### src/rtl/issue_scheduler_pkg.sv
// Shared types and helpers for the issue scheduler.
//   task_t      : decoded task (opcode, register operands with use flags, tag)
//   opcode_t    : task class; LOAD/STORE are kept in program order
//   ISSUE_DEPTH : default queue depth
//   task_writes / task_reads : register match helpers with x0 and *_used masking
//   older_blocks : true when an older queued task forbids a younger one from issuing
package issue_scheduler_pkg;

  localparam int unsigned ISSUE_DEPTH = 8;
  localparam int unsigned REG_ADDR_W  = 5;

  typedef enum logic [2:0] {
    OpAlu,
    OpAluImm,
    OpLoad,
    OpStore,
    OpBranch
  } opcode_t;

  typedef struct packed {
    opcode_t                opcode;
    logic [REG_ADDR_W-1:0]  rd;
    logic [REG_ADDR_W-1:0]  rs1;
    logic [REG_ADDR_W-1:0]  rs2;
    logic                   rd_used;
    logic                   rs1_used;
    logic                   rs2_used;
    logic [7:0]             tag;
  } task_t;

  // x0 is never a real dependency, so any match against it is false.
  function automatic logic task_writes(task_t t, logic [REG_ADDR_W-1:0] r);
    return t.rd_used && (t.rd == r) && (r != '0);
  endfunction

  function automatic logic task_reads(task_t t, logic [REG_ADDR_W-1:0] r);
    return (r != '0) && ((t.rs1_used && (t.rs1 == r)) || (t.rs2_used && (t.rs2 == r)));
  endfunction

  function automatic logic is_mem(task_t t);
    return (t.opcode == OpLoad) || (t.opcode == OpStore);
  endfunction

  // RAW, WAW and WAR against an older in-queue task, plus memory ordering.
  function automatic logic older_blocks(task_t older, task_t young);
    logic hit;
    hit = 1'b0;
    if (young.rs1_used && task_writes(older, young.rs1)) hit = 1'b1;
    if (young.rs2_used && task_writes(older, young.rs2)) hit = 1'b1;
    if (young.rd_used && task_writes(older, young.rd)) hit = 1'b1;
    if (young.rd_used && task_reads(older, young.rd)) hit = 1'b1;
    if (is_mem(young) && is_mem(older)) hit = 1'b1;
    return hit;
  endfunction

endpackage

### src/rtl/issue_scheduler_if.sv
// Bus bundle for the issue scheduler.
//   master : decode/execute/writeback side (drives tasks, issue_ready, wb, flush)
//   slave  : the scheduler (drives enq_ready, issue_task, issue_valid, count)
interface issue_scheduler_if
  import issue_scheduler_pkg::*;
#(
  parameter int unsigned DEPTH = ISSUE_DEPTH
);
  localparam int unsigned CNT_W = $clog2(DEPTH + 1);

  task_t                 task_0;
  task_t                 task_1;
  logic                  valid_0;
  logic                  valid_1;
  logic                  enq_ready;
  task_t                 issue_task;
  logic                  issue_valid;
  logic                  issue_ready;
  logic                  wb_valid;
  logic [REG_ADDR_W-1:0] wb_rd_addr;
  logic                  flush;
  logic [CNT_W-1:0]      count;

  modport master (
    output task_0, task_1, valid_0, valid_1, issue_ready, wb_valid, wb_rd_addr, flush,
    input  enq_ready, issue_task, issue_valid, count
  );

  modport slave (
    input  task_0, task_1, valid_0, valid_1, issue_ready, wb_valid, wb_rd_addr, flush,
    output enq_ready, issue_task, issue_valid, count
  );

endinterface

### src/rtl/issue_scheduler_scoreboard.sv
// Register busy tracker for in-flight destinations.
//   clk, rst_n             : clock, async active-low reset
//   flush                  : synchronous clear of every busy bit (overrides set/clear)
//   set_valid, set_addr    : mark a register busy at issue
//   clr_valid, clr_addr    : writeback clears a register; set wins on a collision
//   rs1/rs2/rd_addr[i]     : lookup addresses, one triple per queue entry
//   rs1/rs2/rd_busy[i]     : combinational busy result for each lookup
module issue_scoreboard
  import issue_scheduler_pkg::*;
#(
  parameter int unsigned NUM_REGS   = 32,
  parameter int unsigned NUM_LOOKUP = ISSUE_DEPTH
) (
  input  logic                  clk,
  input  logic                  rst_n,
  input  logic                  flush,
  input  logic                  set_valid,
  input  logic [REG_ADDR_W-1:0] set_addr,
  input  logic                  clr_valid,
  input  logic [REG_ADDR_W-1:0] clr_addr,
  input  logic [REG_ADDR_W-1:0] rs1_addr [NUM_LOOKUP],
  input  logic [REG_ADDR_W-1:0] rs2_addr [NUM_LOOKUP],
  input  logic [REG_ADDR_W-1:0] rd_addr  [NUM_LOOKUP],
  output logic [NUM_LOOKUP-1:0] rs1_busy,
  output logic [NUM_LOOKUP-1:0] rs2_busy,
  output logic [NUM_LOOKUP-1:0] rd_busy
);

  logic [NUM_REGS-1:0] busy_q, busy_d;

  always_comb begin
    busy_d = busy_q;
    if (clr_valid) busy_d[clr_addr] = 1'b0;
    // Applied after the clear so an issue and a writeback of one register leave it busy.
    if (set_valid) busy_d[set_addr] = 1'b1;
    busy_d[0] = 1'b0;
  end

  always_ff @(posedge clk or negedge rst_n) begin
    if (!rst_n) begin
      busy_q <= '0;
    end else if (flush) begin
      busy_q <= '0;
    end else begin
      busy_q <= busy_d;
    end
  end

  always_comb begin
    for (int unsigned i = 0; i < NUM_LOOKUP; i++) begin
      rs1_busy[i] = busy_q[rs1_addr[i]];
      rs2_busy[i] = busy_q[rs2_addr[i]];
      rd_busy[i]  = busy_q[rd_addr[i]];
    end
  end

endmodule

### src/rtl/issue_scheduler.sv
// Out-of-order issue queue between dual-issue decode and execute.
//   clk, rst_n : clock, async active-low reset
//   bus        : issue_scheduler_if slave port
//                task_0/valid_0 (older), task_1/valid_1 (younger), enq_ready,
//                issue_task/issue_valid/issue_ready (registered output),
//                wb_valid/wb_rd_addr (busy clear), flush, count
// Entries live in a collapsing array, index 0 oldest; the oldest hazard-free entry
// moves into the issue register and younger entries shift down behind it.
module issue_scheduler
  import issue_scheduler_pkg::*;
#(
  parameter int unsigned DEPTH    = ISSUE_DEPTH,
  parameter int unsigned NUM_REGS = 32
) (
  input logic               clk,
  input logic               rst_n,
  issue_scheduler_if.slave  bus
);

  localparam int unsigned CNT_W = $clog2(DEPTH + 1);

  task_t            ent_q [DEPTH];
  task_t            ent_d [DEPTH];
  task_t            shifted [DEPTH];
  logic [CNT_W-1:0] count_q, count_d;
  task_t            issue_task_q;
  logic             issue_valid_q;

  logic             enq_ready;
  logic [DEPTH-1:0] elig;
  logic             any_elig;
  int unsigned      sel_idx;
  task_t            sel_task;
  logic             issue_load;
  int unsigned      keep, pos0, pos1;

  logic [REG_ADDR_W-1:0] rs1_addr [DEPTH];
  logic [REG_ADDR_W-1:0] rs2_addr [DEPTH];
  logic [REG_ADDR_W-1:0] rd_addr  [DEPTH];
  logic [DEPTH-1:0]      rs1_busy, rs2_busy, rd_busy;

  // Room for a full pair, judged on registered occupancy only.
  assign enq_ready = (count_q <= CNT_W'(DEPTH - 2));

  always_comb begin
    for (int unsigned i = 0; i < DEPTH; i++) begin
      rs1_addr[i] = ent_q[i].rs1;
      rs2_addr[i] = ent_q[i].rs2;
      rd_addr[i]  = ent_q[i].rd;
    end
  end

  issue_scoreboard #(
    .NUM_REGS   (NUM_REGS),
    .NUM_LOOKUP (DEPTH)
  ) u_scoreboard (
    .clk       (clk),
    .rst_n     (rst_n),
    .flush     (bus.flush),
    .set_valid (issue_load && sel_task.rd_used),
    .set_addr  (sel_task.rd),
    .clr_valid (bus.wb_valid),
    .clr_addr  (bus.wb_rd_addr),
    .rs1_addr  (rs1_addr),
    .rs2_addr  (rs2_addr),
    .rd_addr   (rd_addr),
    .rs1_busy  (rs1_busy),
    .rs2_busy  (rs2_busy),
    .rd_busy   (rd_busy)
  );

  // Eligibility matrix: entry i is vetoed by in-flight registers or by any older entry j.
  always_comb begin
    for (int unsigned i = 0; i < DEPTH; i++) begin
      elig[i] = (CNT_W'(i) < count_q)
                && !(ent_q[i].rs1_used && rs1_busy[i])
                && !(ent_q[i].rs2_used && rs2_busy[i])
                && !(ent_q[i].rd_used && rd_busy[i]);
      for (int unsigned j = 0; j < DEPTH; j++) begin
        if ((j < i) && older_blocks(ent_q[j], ent_q[i])) elig[i] = 1'b0;
      end
    end
  end

  always_comb begin
    any_elig = 1'b0;
    sel_idx  = 0;
    sel_task = ent_q[0];
    for (int unsigned i = 0; i < DEPTH; i++) begin
      if (elig[i] && !any_elig) begin
        any_elig = 1'b1;
        sel_idx  = i;
        sel_task = ent_q[i];
      end
    end
  end

  assign issue_load = !bus.flush && any_elig && (!issue_valid_q || bus.issue_ready);

  // Collapse the removed slot first, then append new tasks at the resulting tail.
  always_comb begin
    shifted = ent_q;
    for (int unsigned k = 0; k < DEPTH - 1; k++) begin
      if (issue_load && (k >= sel_idx)) shifted[k] = ent_q[k+1];
    end
    keep    = 32'(count_q) - 32'(issue_load);
    pos0    = keep;
    pos1    = keep + 32'(bus.valid_0);
    ent_d   = shifted;
    count_d = CNT_W'(keep);
    if (enq_ready) begin
      for (int unsigned k = 0; k < DEPTH; k++) begin
        if (bus.valid_0 && (k == pos0)) ent_d[k] = bus.task_0;
        if (bus.valid_1 && (k == pos1)) ent_d[k] = bus.task_1;
      end
      count_d = CNT_W'(keep + 32'(bus.valid_0) + 32'(bus.valid_1));
    end
    if (bus.flush) count_d = '0;
  end

  always_ff @(posedge clk or negedge rst_n) begin
    if (!rst_n) begin
      ent_q         <= '{default: '0};
      count_q       <= '0;
      issue_task_q  <= '0;
      issue_valid_q <= 1'b0;
    end else begin
      ent_q   <= ent_d;
      count_q <= count_d;
      if (bus.flush) begin
        issue_valid_q <= 1'b0;
      end else if (issue_load) begin
        issue_valid_q <= 1'b1;
        issue_task_q  <= sel_task;
      end else if (bus.issue_ready) begin
        issue_valid_q <= 1'b0;
      end
    end
  end

  assign bus.enq_ready   = enq_ready;
  assign bus.issue_task  = issue_task_q;
  assign bus.issue_valid = issue_valid_q;
  assign bus.count       = count_q;

endmodule

### src/flat_wrapper.sv
// flat-port wrapper written by rule: the top's interface ports become plain ports
module issue_scheduler_flat import issue_scheduler_pkg::*;
#(
  parameter int unsigned DEPTH    = ISSUE_DEPTH,
  parameter int unsigned NUM_REGS = 32
)
  (clk, rst_n, bus_task_0, bus_task_1, bus_valid_0, bus_valid_1, bus_issue_ready, bus_wb_valid, bus_wb_rd_addr, bus_flush, bus_enq_ready, bus_issue_task, bus_issue_valid, bus_count);
  issue_scheduler_if #(.DEPTH(DEPTH)) bus_i ();
  input logic clk;
  input logic rst_n;
  input wire logic [$bits(bus_i.task_0)-1:0] bus_task_0;
  input wire logic [$bits(bus_i.task_1)-1:0] bus_task_1;
  input wire logic [$bits(bus_i.valid_0)-1:0] bus_valid_0;
  input wire logic [$bits(bus_i.valid_1)-1:0] bus_valid_1;
  input wire logic [$bits(bus_i.issue_ready)-1:0] bus_issue_ready;
  input wire logic [$bits(bus_i.wb_valid)-1:0] bus_wb_valid;
  input wire logic [$bits(bus_i.wb_rd_addr)-1:0] bus_wb_rd_addr;
  input wire logic [$bits(bus_i.flush)-1:0] bus_flush;
  output wire logic [$bits(bus_i.enq_ready)-1:0] bus_enq_ready;
  output wire logic [$bits(bus_i.issue_task)-1:0] bus_issue_task;
  output wire logic [$bits(bus_i.issue_valid)-1:0] bus_issue_valid;
  output wire logic [$bits(bus_i.count)-1:0] bus_count;
  assign bus_i.task_0 = bus_task_0;
  assign bus_i.task_1 = bus_task_1;
  assign bus_i.valid_0 = bus_valid_0;
  assign bus_i.valid_1 = bus_valid_1;
  assign bus_i.issue_ready = bus_issue_ready;
  assign bus_i.wb_valid = bus_wb_valid;
  assign bus_i.wb_rd_addr = bus_wb_rd_addr;
  assign bus_i.flush = bus_flush;
  assign bus_enq_ready = bus_i.enq_ready;
  assign bus_issue_task = bus_i.issue_task;
  assign bus_issue_valid = bus_i.issue_valid;
  assign bus_count = bus_i.count;
  issue_scheduler #(.DEPTH(DEPTH), .NUM_REGS(NUM_REGS)) u_core (.clk(clk), .rst_n(rst_n), .bus(bus_i));
endmodule
### config.mk
export PLATFORM = sky130hd
export DESIGN_NAME = issue_scheduler_flat
export DESIGN_NICKNAME = d
export VERILOG_FILES = /design/src/rtl/issue_scheduler_pkg.sv /design/src/rtl/issue_scheduler_if.sv /design/src/rtl/issue_scheduler_scoreboard.sv /design/src/rtl/issue_scheduler.sv /design/src/flat_wrapper.sv
export SDC_FILE = /design/constraint.sdc
export NUM_CORES = 2
export LEC_CHECK = 0
export BUFFER_PORTS_ARGS = -buffer_cell sky130_fd_sc_hd__buf_2
export CAP_MARGIN = 20
export CORE_MARGIN = 1.5
export CORE_UTILIZATION = 40
export CTS_CLUSTER_SIZE = 30
export DETAILED_ROUTE_END_ITERATION = 8
export HOLD_SLACK_MARGIN = 0.03
export PLACE_DENSITY = 0.62
export SYNTH_ARGS = -nofsm -noshare
export SYNTH_HDL_FRONTEND = slang
export SYNTH_HIERARCHICAL = 1
export SYNTH_SLANG_ARGS = --single-unit
### constraint.sdc
create_clock -name clk -period 8.3 [get_ports clk]
set_input_delay 0.83 -clock clk [delete_from_list [all_inputs] [get_ports clk]]
set_output_delay 0.83 -clock clk [all_outputs]
set_load 0.03 [all_outputs]
==> results.cfg <==
[synthesis]
synth-edff-count = 0
synth-async-reset-ratio_pct = 100
yosysSeqAreaShare_pct = 21.0
ys_types = 84
yosysWarnings = 6
syn-cell-area_um2 = 35400
synthFlopType = dfrtp_1
avgSynthCellArea_um2 = 8.29
synth.largest_area_cell = dfrtp_1
synth_top_area_share_pct = 21.0
synth_seq_cells = 297
syn_inst = 4265
syn_nets = 4346
synthTopCellsByArea = dfrtp_1, xor2_1, mux2i_1

[route]
routed-via-count = 36700
drc = 0
via_per_inst = 7.02
ant_nets = 0
avgRoutedWirePerCell_um = 32.6
drt_wl_total_mm = 170
drt_iter0_drc = 5726
dr.pass1.iters = 9

[clock_tree]
clock_latency_ns = 0.62
cts-buffers-inserted = 36
cts-root-buf = clkbuf_16
clk_pin_slew_ns = 0.08
cts_tree = done
cts_sinks = 297
htree_levels = 2
cts_hold_buf = 0
clk_path_buf_depth = 3

[global_route]
grt_start_max_net_pins = 93
grt_use_total_pct = 36.7
antenna_found_initial = 12
overflow = 0
grt_pass1_vias = 34800
grt_pass1_wl_mm = 247

[timing]
fmax_mhz = 126
setup_viol = 0
finalHoldViolCount = 0
slew_violations = 0
fin_setup_tns_ns = 0
fin_crit_sh_pct = 95.7
period_minus_slack_ns = 7.95
maxSlewHeadroom_pct = 23.8
rsz0062_at_grt = no
fin_worst_skew_ns = 0.0376
tightestPinTransition_ns = 1.14

[layout]
register_area_um2 = 7470
nFillCells = 8717
multi_input_area_um2 = 25000
area_delta_synth_final_pct = 6.93
drive_above_1_share_pct = 15.3
nets = 4126

[critical_path]
slowest_delay_ns = 0.76
startpoint = u_core/u_scoreboard/busy_q[23]$_DFF_PN0_
crit_path_end = u_core/ent_q[72]$_DFF_PN0_
reg2regPathDepth = 26
start_kind = flip-flop
crit_path_end_kind = flip-flop
setup.worst_path.class = reg2reg
worst_ep_arrival_time_ns = 8.44
r2r_start = u_core/u_scoreboard/busy_q[23]$_DFF_PN0_
crit_fanout = 25
reg2reg_to = u_core/ent_q[72]$_DFF_PN0_
regToRegSetupSlack_ns = 0.35
path_common_cell = ha_1
crit_required_ns = 8.79
cpMaxStageDelayCell = dfrtp_1

[pwr]
power.density_nw_per_um2 = 523
total_power_mw = 19.8
p_leak_nw = 15.4
vdd_drop_max_mv = 0.288

[placed_design]
gp_congestion = 1.06
numPortBuffers = 104
dp.final_hpwl_mm = 116

[floorplan]
pin_count = 105
num_rows = 108
die_h_um = 300
dieArea_um2 = 90200
fp.coreArea_um2 = 87200
start_util_pct = 40.6
die_w_um = 300

[job]
cap_viol_max_count = 0

[min_path]
hold_class = in2async

[status]
status = complete, no violations
## what timing repair did
| action | 4_1_cts | 5_1_grt |
|---|---|---|
| endpoints found under the hold margin | 0 | 0 |
| setup endpoints to repair | 0 | 9 |
| resized for setup | 0 | 1 |
| setup buffers | 0 | 0 |
## cells by family after synthesis
logic type,count (synthesis),share of synthesized area [%]
buf+inv,650,8.61
simple gates,1142,16.6
flops,297,21.0
compound gates,954,18.6
mux,505,17.2
fa+ha+maj,11,0.389
xor+xnor,706,17.5
## how the worst min path moves through the flow
stage	end	depth (start not counted)	startpoint
5_1_grt	u_core/u_scoreboard/busy_q[12]$_DFF_PN0_	1	rst_n
6_report	u_core/u_scoreboard/busy_q[26]$_DFF_PN0_	1	rst_n
4_1_cts	u_core/u_scoreboard/busy_q[12]$_DFF_PN0_	1	rst_n
3_5_place_dp	u_core/bus.issue_task[5]$_DFFE_PN0P_	2	u_core/bus.issue_task[5]$_DFFE_PN0P_
3_3_place_gp	u_core/bus.issue_task[6]$_DFFE_PN0P_	1	u_core/bus.issue_task[6]$_DFFE_PN0P_
2_1_floorplan	u_core/ent_q[1]$_DFFE_PN0P_	2	u_core/ent_q[1]$_DFFE_PN0P_
## layout by cell type (no fill, tap or decap), types with 36 or more instances in the layout
| cell type | netlist | routed |
|---|---|---|
| xor2_1 | 496 | 496 |
| mux2i_1 | 393 | 393 |
| nand2_1 | 282 | 279 |
| dfrtp_1 | 297 | 266 |
| nand3_1 | 261 | 261 |
| buf_4 | 26 | 230 |
| xnor2_1 | 210 | 210 |
| o22ai_1 | 192 | 192 |
| a22oi_1 | 182 | 182 |
| nor2_1 | 174 | 170 |
| a21oi_1 | 160 | 160 |
| o21ai_0 | 149 | 146 |
| nor4_1 | 140 | 140 |
| buf_2 | 209 | 103 |
| nor2b_1 | 54 | 53 |
| a32oi_1 | 50 | 50 |
| mux4_2 | 49 | 49 |
| nand4_1 | 46 | 46 |
| inv_1 | 45 | 44 |
| nand2b_1 | 43 | 43 |
| mux2_2 | 40 | 40 |
| nor3_1 | 41 | 38 |
| clkbuf_16 | 0 | 36 |
| a211oi_1 | 36 | 36 |
## state kept, by name (all words and copies together), names as in the netlist
name                        flops
u_core/bus.issue_task          29
u_core/bus.issue_valid          1
u_core/ent_q                  232
u_core/u_scoreboard/busy_q     31
u_core/bus.count                4
## cell type report
class / instances / share of cell area, %
diodes: 4 / 0.0265
clock inverters: 14 / 0.480
inverters: 46 / 0.470
flip-flops and latches: 297 / 19.8
clock buffers: 50 / 2.79
well taps: 1155 / 3.82
repair buffers: 346 / 6.60
multi-input cells: 3318 / 66.1
## metrics by stage
step | instance area (um^2) | instances | worst slack [ns] | hold slack [ns] | utilization [%]
4_1_cts | 37700 | 5220 | 0.580 | 0.271 | 43.3
3_5_place_dp | 36500 | 5156 | 0.577 | 0.456 | 41.8
2_1_floorplan | 35400 | 4265 | 1.16 | 0.471 | -
6_report | 37800 | 5230 | 0.354 | 0.257 | 43.4
5_1_grt | 37800 | 5226 | 0.0112 | 0.319 | 43.4
3_3_place_gp | 36400 | 5155 | 0.787 | 0.459 | 41.8
## per-layer routing
metal | wire length [um] | global-route usage [%] | share of wire [%]
met1 | 63100 | 46.6 | 37
met2 | 70600 | 52.4 | 41
met3 | 23900 | 13.2 | 14
met4 | 12800 | 23.8 | 7.5
met5 | 126 | 0 | 0.074
## cells in the mapped netlist, types with 30 or more instances
library cell,instances
xor2_1,496
mux2i_1,393
dfrtp_1,297
nand2_1,282
clkbuf_1,277
nand3_1,261
xnor2_1,210
buf_2,209
o22ai_1,192
a22oi_1,182
nor2_1,174
a21oi_1,160
o21ai_0,149
nor4_1,140
nor2b_1,54
a32oi_1,50
mux4_2,49
buf_1,46
nand4_1,46
inv_1,45
nand2b_1,43
nor3_1,41
mux2_2,40
a211oi_1,36
buf_6,30
## power breakdown
part	total [mW]	internal [mW]	switching, mW
logic	13.4	5.32	8.12
clock network	1.71	0.963	0.747
registers	4.63	2.12	2.51
total	19.8	8.41	11.4
## critical path, delay by kind of cell (launching register included)
family                   cells  cell delay, ns
multiplexers                 1            0.61
adder cells (fa/ha/maj)      4            0.99
AO/OA/AOI/OAI                8            2.13
AND/OR/NAND/NOR              9            2.54
buffers and inverters        4            0.77
flip-flops                   1            0.76
(Power assumes the default switching activity.)
